$ cat config.mk
export PLATFORM = sky130hd
export DESIGN_NAME = dws_conv_stream
export DESIGN_NICKNAME = d
export VERILOG_FILES = /design/src/rtl/dws_conv_stream.sv
export SDC_FILE = /design/constraint.sdc
export NUM_CORES = 2
export LEC_CHECK = 0
export ABC_AREA = 1
export CORE_ASPECT_RATIO = 0.75
export CORE_UTILIZATION = 57
export CTS_CLUSTER_DIAMETER = 80
export DETAILED_ROUTE_END_ITERATION = 6
export PLACE_DENSITY = 0.81
export SLEW_MARGIN = 15
export SYNTH_ARGS = -nofsm -noshare
export SYNTH_HDL_FRONTEND = slang
export SYNTH_SLANG_ARGS = --single-unit
$ cat constraint.sdc
create_clock -name CLK -period 23.9 [get_ports CLK]
set_input_delay 4.78 -clock CLK [delete_from_list [all_inputs] [get_ports CLK]]
set_output_delay 4.78 -clock CLK [all_outputs]
set_load 0.01 [all_outputs]
$ cat src/rtl/dws_conv_stream.sv
// dws_conv_stream: depthwise-separable 1-D convolution over CH streamed channels with ready/valid handshakes.
// Define DWS_CONV_RELU_EN to clamp negative results to zero before they are registered.
module dws_conv_stream #(
    parameter int CH = 3,
    parameter int DW = 5,
    parameter int KW = 8,
    parameter int KTAPS = 7,
    parameter int FRAME_LEN = 100,
    parameter int OW = 32
) (
    input  logic                 CLK,
    input  logic                 RESET,
    input  logic                 IN_VALID,
    output logic                 IN_READY,
    input  logic [CH*DW-1:0]     IN_DATA,
    input  logic                 KERNEL_VALID,
    input  logic signed [KW-1:0] KERNEL,
    output logic                 OUT_VALID,
    input  logic                 OUT_READY,
    output logic signed [OW-1:0] OUT_DATA,
    output logic                 FRAME_DONE,
    output logic                 KERNEL_ERR
);
    localparam int NDW = CH * KTAPS;
    localparam int NK = NDW + CH;
    localparam int SW = DW + 1 + KW + $clog2(KTAPS);
    localparam int TW = SW + KW + $clog2(CH);
    localparam int KCW = $clog2(NK);
    localparam int SCW = $clog2(FRAME_LEN + 1);
    localparam logic [0:0] S_LOAD = 1'b0;
    localparam logic [0:0] S_RUN = 1'b1;

    if (OW < TW) begin : g_ow_check
        $error("dws_conv_stream: OW is narrower than the full-precision result");
    end

    logic [0:0] state;
    logic [KCW-1:0] kw_cnt;
    logic [SCW-1:0] sample_cnt;
    logic signed [KW-1:0] kern [NK];
    logic [DW-1:0] win [CH][KTAPS];
    logic [DW-1:0] nxt [CH][KTAPS];
    logic signed [SW-1:0] csum [CH];
    logic signed [TW-1:0] tot;
    logic signed [OW-1:0] res;
    logic reload, accept, last, emit;

    // A reload word owns its cycle, so no sample slips into a window that is about to be retired
    assign reload = state == S_RUN && KERNEL_VALID && sample_cnt == '0 && !OUT_VALID;
    assign IN_READY = state == S_RUN && (!OUT_VALID || OUT_READY) && !reload;
    assign accept = IN_VALID && IN_READY;
    assign last = sample_cnt == SCW'(FRAME_LEN - 1);
    assign emit = accept && sample_cnt >= SCW'(KTAPS - 1);

    // Window index 0 holds the oldest sample; the result covers the window after this cycle's shift
    always_comb begin
        tot = '0;
        for (int c = 0; c < CH; c++) begin
            csum[c] = '0;
            for (int k = 0; k < KTAPS; k++) begin
                nxt[c][k] = (k == KTAPS - 1) ? IN_DATA[c*DW +: DW] : win[c][(k + 1) % KTAPS];
                csum[c] = csum[c] + SW'($signed({1'b0, nxt[c][k]})) * SW'(kern[c*KTAPS + k]);
            end
            tot = tot + TW'(csum[c]) * TW'(kern[NDW + c]);
        end
    end

`ifdef DWS_CONV_RELU_EN
    assign res = tot[TW-1] ? '0 : OW'(tot);
`else
    assign res = OW'(tot);
`endif

    always_ff @(posedge CLK) begin
        if (RESET) begin
            state <= S_LOAD;
            kw_cnt <= '0;
            sample_cnt <= '0;
            OUT_VALID <= 1'b0;
            OUT_DATA <= '0;
            FRAME_DONE <= 1'b0;
            KERNEL_ERR <= 1'b0;
            for (int c = 0; c < CH; c++)
                for (int k = 0; k < KTAPS; k++)
                    win[c][k] <= '0;
        end else begin
            FRAME_DONE <= accept && last;
            if (emit) begin
                OUT_DATA <= res;
                OUT_VALID <= 1'b1;
            end else if (OUT_READY) begin
                OUT_VALID <= 1'b0;
            end
            if (state == S_LOAD) begin
                if (KERNEL_VALID) begin
                    kern[kw_cnt] <= KERNEL;
                    kw_cnt <= (kw_cnt == KCW'(NK - 1)) ? '0 : kw_cnt + 1'b1;
                    if (kw_cnt == KCW'(NK - 1))
                        state <= S_RUN;
                end
            end else if (reload) begin
                kern[0] <= KERNEL;
                kw_cnt <= KCW'(1);
                state <= S_LOAD;
            end else if (KERNEL_VALID) begin
                KERNEL_ERR <= 1'b1;
            end
            if (accept) begin
                sample_cnt <= last ? '0 : sample_cnt + 1'b1;
                for (int c = 0; c < CH; c++)
                    for (int k = 0; k < KTAPS; k++)
                        win[c][k] <= last ? '0 : nxt[c][k];
            end
        end
    end
endmodule

# --- Yosys cells after proc, flatten, opt, wreduce, memory -nomap -nowiden ---
# Memory sizes are Yosys's and may differ from the RTL's.
# Index checks and enable logic that the tools add are counted.
totals:
  input_bits: 28
  n_memories: 2
  output_inout_bits: 36
  register_bits: 43
  ramBits: 297
classes:
  n_mul: 24
  addsub: 22
  eq_ne: 3
  reduce_logical: 17
  magnitude_cmp: 1
  n_mux: 69
  n_bitwise: 22
memory_table:
  columns: ["memory", "depth", "word_bits", "read_ports", "rd_ports_with_merged_regs", "wr", "line", "text"]
  rows:
  - ["kern", 24, 8, 24, 0, 1, "40", "logic signed [KW-1:0] kern [NK];"]
  - ["win", 3, 35, 3, 0, 3, "41", "logic [DW-1:0] win [CH][KTAPS];"]
op_table:
  columns: ["cell", "count"]
  rows:
  - ["multiplier 6 x 8 -> 14 bit", 21]
  - ["2-to-1 mux 5 bit", 47]
  - ["adder 17 x 14 -> 17 bit", 9]
  - ["multiplier 17 x 8 -> 25 bit", 3]
  - ["adder 16 x 14 -> 17 bit", 3]
  - ["adder 15 x 14 -> 16 bit", 3]
  - ["adder 14 x 14 -> 15 bit", 3]
  - ["adder 26 x 25 -> 27 bit", 1]
  - ["adder 25 x 25 -> 26 bit", 1]
  - ["OR 1 bit", 21]
  - ["2-to-1 mux 1 bit", 20]
  - ["logical AND 1 bit", 8]
  - ["2-to-1 mux 8 bit", 1]
  - ["OR reduction 8 bit", 1]
  - ["adder 7 x 1 -> 7 bit (second input constant)", 1]
  - ["equality test 7 bit (second input constant)", 1]
  - [">= comparator 7 x 3 -> 1 bit (second input constant)", 1]
  - ["zero test 7 bit", 1]
  - ["2-to-1 mux 7 bit", 1]
  - ["adder 5 x 1 -> 5 bit (second input constant)", 1]
  - ["equality test 5 bit (second input constant)", 1]
  - ["nonzero test 2 bit", 2]
  - ["AND reduction 3 bit", 1]
  - ["zero test 1 bit", 2]
  - ["4 further kinds", 4]

# --- Longest topological paths before layout ---
# An unclocked memory read counts as a cell.
depth:
  depth_word: 11
  mapped_depth: 56

# --- Worst setup path before layout ---
# No wires, ideal clock.
synth_path:
  path_kind: "input to register"
  startpoint: "input IN_DATA[5]"
  endpoint: "register OUT_DATA[21]"
  t_arrival_ps: 15913
  slack_ps: 7872
  stages: 47
  n_path_buf: 1
  path_cell_list: "clkbuf_1 > nand2_1 > fa_1 > fa_1 > inv_1 > fa_1 > fa_1 > inv_1 > fa_1 > fa_1 > inv_1 > fa_1 > inv_1 > fa_1 > inv_1 > ha_1 > nand2_1 > nor2_1 > (+11 left out) > fa_1 > fa_1 > fa_1 > fa_1 > fa_1 > inv_1 > fa_1 > inv_1 > ha_1 > nand2_1 > nor2_1 > inv_1 > nor3_1 > nand4_1 > nand3_1 > nor2_1 > o21ai_0 > inv_1"
synth_between:
  elab_chain_len: 5
synth_lines:
  columns: ["element", "line", "text"]
  rows:
  - ["start: declaration", "15", "input logic [CH*DW-1:0] IN_DATA,"]
  - ["multiplier 6 x 8 -> 14 bit", "62", "csum[c] = csum[c] + SW'($signed({1'b0, nxt[c][k]})) * SW'(kern[c*KTAPS + k]);"]
  - ["adder 17 x 14 -> 17 bit", "62", null]
  - ["multiplier 17 x 8 -> 25 bit", "64", "tot = tot + TW'(csum[c]) * TW'(kern[NDW + c]);"]
  - ["adder 25 x 25 -> 26 bit", "64", null]
  - ["adder 26 x 25 -> 27 bit", "64", null]
  - ["end signal: assignment", "89", "OUT_DATA <= res;"]
  - ["end: declaration", "20", "output logic signed [OW-1:0] OUT_DATA,"]
# Every way passes these cells.
# A chain may end at the register's enable or synchronous reset.

# --- Final worst setup path ---
# Same ends and word-level chain as after synthesis.

==> results.toml <==
[worst_hold_path]
kind_of_path_behind_the_tightest_hold_check = "reg2reg"
min_from = "KERNEL_ERR$_SDFFE_PP0P_"

[timing]
post-route-period-util = 0.731
tightest_slew_ps = 1280
unrepaired_setup_endpoints_after_global_routing = "no"
finClkSkew_ps = 57.5
setup-violations-final = 0
final_critical_path_setup_slack_ps = 6430
period_minus_slack_ps = 17470
timing.setup.tns_ps = 0
max_clock_freq_mhz = 57.2
final_hold_viol_count = 0
worst_slew_margin_rel = 0.144
timing_max_transition_violations_final = 0

[detailed_routing]
drcViolationCount = 0
wirelength_met1_um = 68200
routed.top_layer = "met5"
route.antenna.remaining_nets = 0
routed_via_density = 5.14
met3WireLength_um = 19100
routedWlPerCell_um = 18.8
via_count = 44782
detail_route.first_pass.iterations = 6
first_iter_violations = 4564
drt_wirelength_um = 164000
routed-wl-met2_um = 71700

[setup_path]
worst-setup-path-type = "in2reg"
start_kind = "input pin"
endpoint = "OUT_DATA[21]$_SDFFE_PP0P_"
worst_path_max_delay_cell = "clkdlybuf4s50_1"
r2r_setup_slack_ps = 10910
worstSetupStartpoint = "IN_DATA[5]"
r2r_start = "win[0][45]$_SDFFCE_PP0P_"
worst_ep_required_time_ps = 24400
worstPathBufferInverterCount = 13
critPathMostFrequentCell = "fa_1"
register_to_register_path_depth = 46
critical_path_peak_fanout = 9
path_delay_family = "adder cells"
critical_path_cell_count = 45
critical_path_arrival_ps = 17970
critPathCaptureType = "flop"
critical_path.reg2reg.endpoint = "OUT_DATA[21]$_SDFFE_PP0P_"
cpPeakStageDelay_ps = 840

[clock_tree]
numCtsBuffers = 42
clkTransAtPathRegs_ps = 60
worstSkewPairLatency_ps = 660
clock_net_sink_count = 325
cts_buffer_depth = 3
cts_root_buffer = "clkbuf_16"
cts_tree = "done"
cts_htree_levels = 2
cts.hold.buffers_added = 0
cts_setup_buffers = 0
cts_resized = 0

[yosys]
ys_types = 49
prevailing_post_synth_register_cell = "edfxtp_1"
post_synth_instance_area_mm2 = 0.0638
post_synth.cell_area_avg_um2 = 8.77
number_of_storage_elements_in_the_synthesis_netlist = 325
synthDominantCellAreaShare = 0.446
synthMostInstantiatedCell = "inv_1"
mappedNetlistNets = 9209
synthTopCellsByCount = "2,734 x inv_1, 1,422 x fa_1, 1,346 x nand2_1, 485 x ha_1, 370 x nor2_1"
synth-async-reset-ratio = 0
syn_inst = 7274
library_cell_with_the_largest_summed_area_after_synthesis = "fa_1"
total_of_warnings_raised_by_yosys = 0
synth_edf_count = 282
ys_seq_area_frac = 0.146
synth_area_leaders = "fa_1 45%, inv_1 16%, edfxtp_1 13%"

[place]
gp_congestion = 0.985
post-dp-hpwl_um = 139000
pre_cts_slack_ps = 5960
portbufs = 63
numPlacedInstances = 8628

[floorplan]
top_level_ports = 64
die_width_um = 388
start_util = 0.579
die_height_um = 292
number_of_standard_cell_rows_in_the_floorplan = 105
design.die.area_mm2 = 0.113
fp.coreArea_mm2 = 0.110

[global_route]
largest_net_degree_at_the_start_of_global_routing = 82
grt_pass1_wl_um = 266000
grt_usage = 0.307
grt_pass1_vias = 48717
globalRoute.totalOverflow = 0
grt_antenna_before_repair = 8

[run]
max_cap_viol_count = 0

[cells_and_area]
final_core_area_utilization = 0.609
finish.net_count = 9163
layout-drive-gt1-share = 0.0172
filler_cell_count = 9087
area_growth_pct = 5.21
layout.cells.non_filler = 8709

[status]
outcome = "finished, final reports clean"
==> layout make-up <==
class                   instances  area [um^2]  share of cell area
diodes                          3         7.51            0.000112
clock buffers                  52         1150              0.0171
clock inverters                26          335             0.00499
repair buffers                 76          688              0.0102
well taps                    1444         1810              0.0269
multi-input cells            4042        43500               0.648
flip-flops and latches        325         9330               0.139
inverters                    2741        10300               0.153
==> worst min-delay path by stage <==
stage | end | slack, ps | cells past startpoint
floorplan | KERNEL_ERR$_SDFFE_PP0P_ | 470 | 2
global route | KERNEL_ERR$_SDFFE_PP0P_ | 490 | 2
global placement | KERNEL_ERR$_SDFFE_PP0P_ | 450 | 2
detailed placement | KERNEL_ERR$_SDFFE_PP0P_ | 460 | 2
CTS | KERNEL_ERR$_SDFFE_PP0P_ | 470 | 2
finish | KERNEL_ERR$_SDFFE_PP0P_ | 460 | 2
==> routing by layer <==
| metal | up-vias | global-route usage |
|---|---|---|
| met5 | - | 0 |
| met4 | 4 | 0.0814 |
| met3 | 300 | 0.0713 |
| met2 | 2162 | 0.465 |
| met1 | 22277 | 0.446 |
| li1 | 20039 | - |
==> stage by stage <==
stage | cell area [um^2] | hold WS, ps
final | 67100 | 459
after global routing | 67100 | 491
after CTS | 67100 | 469
after detailed placement | 65600 | 460
after global placement | 65600 | 447
after floorplan | 63800 | 474
==> tightest hold or removal path: stages (launching register included) <==
cell	delay, ps
dfxtp_1	300
inv_1	50
a21oi_1	60
==> state kept, by name, summed over array words and instances (netlist names) <==
signal and cells:
OUT_VALID 1, kern 192, kw_cnt 5, OUT_DATA 27
sample_cnt 7, FRAME_DONE 1, state 1, win 90
KERNEL_ERR 1
==> kinds of logic after synthesis <==
logic type	Yosys count	share of synthesized area
buffers and inverters	2907	0.172
adder cells (fa/ha/maj)	1907	0.541
flip-flops	325	0.146
AO/OA/AOI/OAI	194	0.0164
AND/OR/NAND/NOR	1883	0.116
XOR/XNOR	58	0.00796
==> cells in the final DEF (no fill, tap or decap), types with 5 or more instances in the layout <==
cell and n:
nand3_1 94, xor2_1 27, ha_1 485, clkdlybuf4s50_1 55, a21oi_1 100, or2_2 16, inv_1 2734, bufinv_16 5
clkinv_1 9, nand2_1 1345, fa_1 1422, clkinv_2 6, o21a_1 11, buf_2 8, edfxtp_1 282, nor3_1 18
dfxtp_1 43, nor2_1 368, clkbuf_1 6, nand4_1 13, xnor2_1 31, buf_4 13, nor2_2 7, o21ai_0 61
clkbuf_16 44
Power is left out: the tool's default activity adds up to more than one toggle a clock period on the data nets, which glitch-free logic cannot reach.
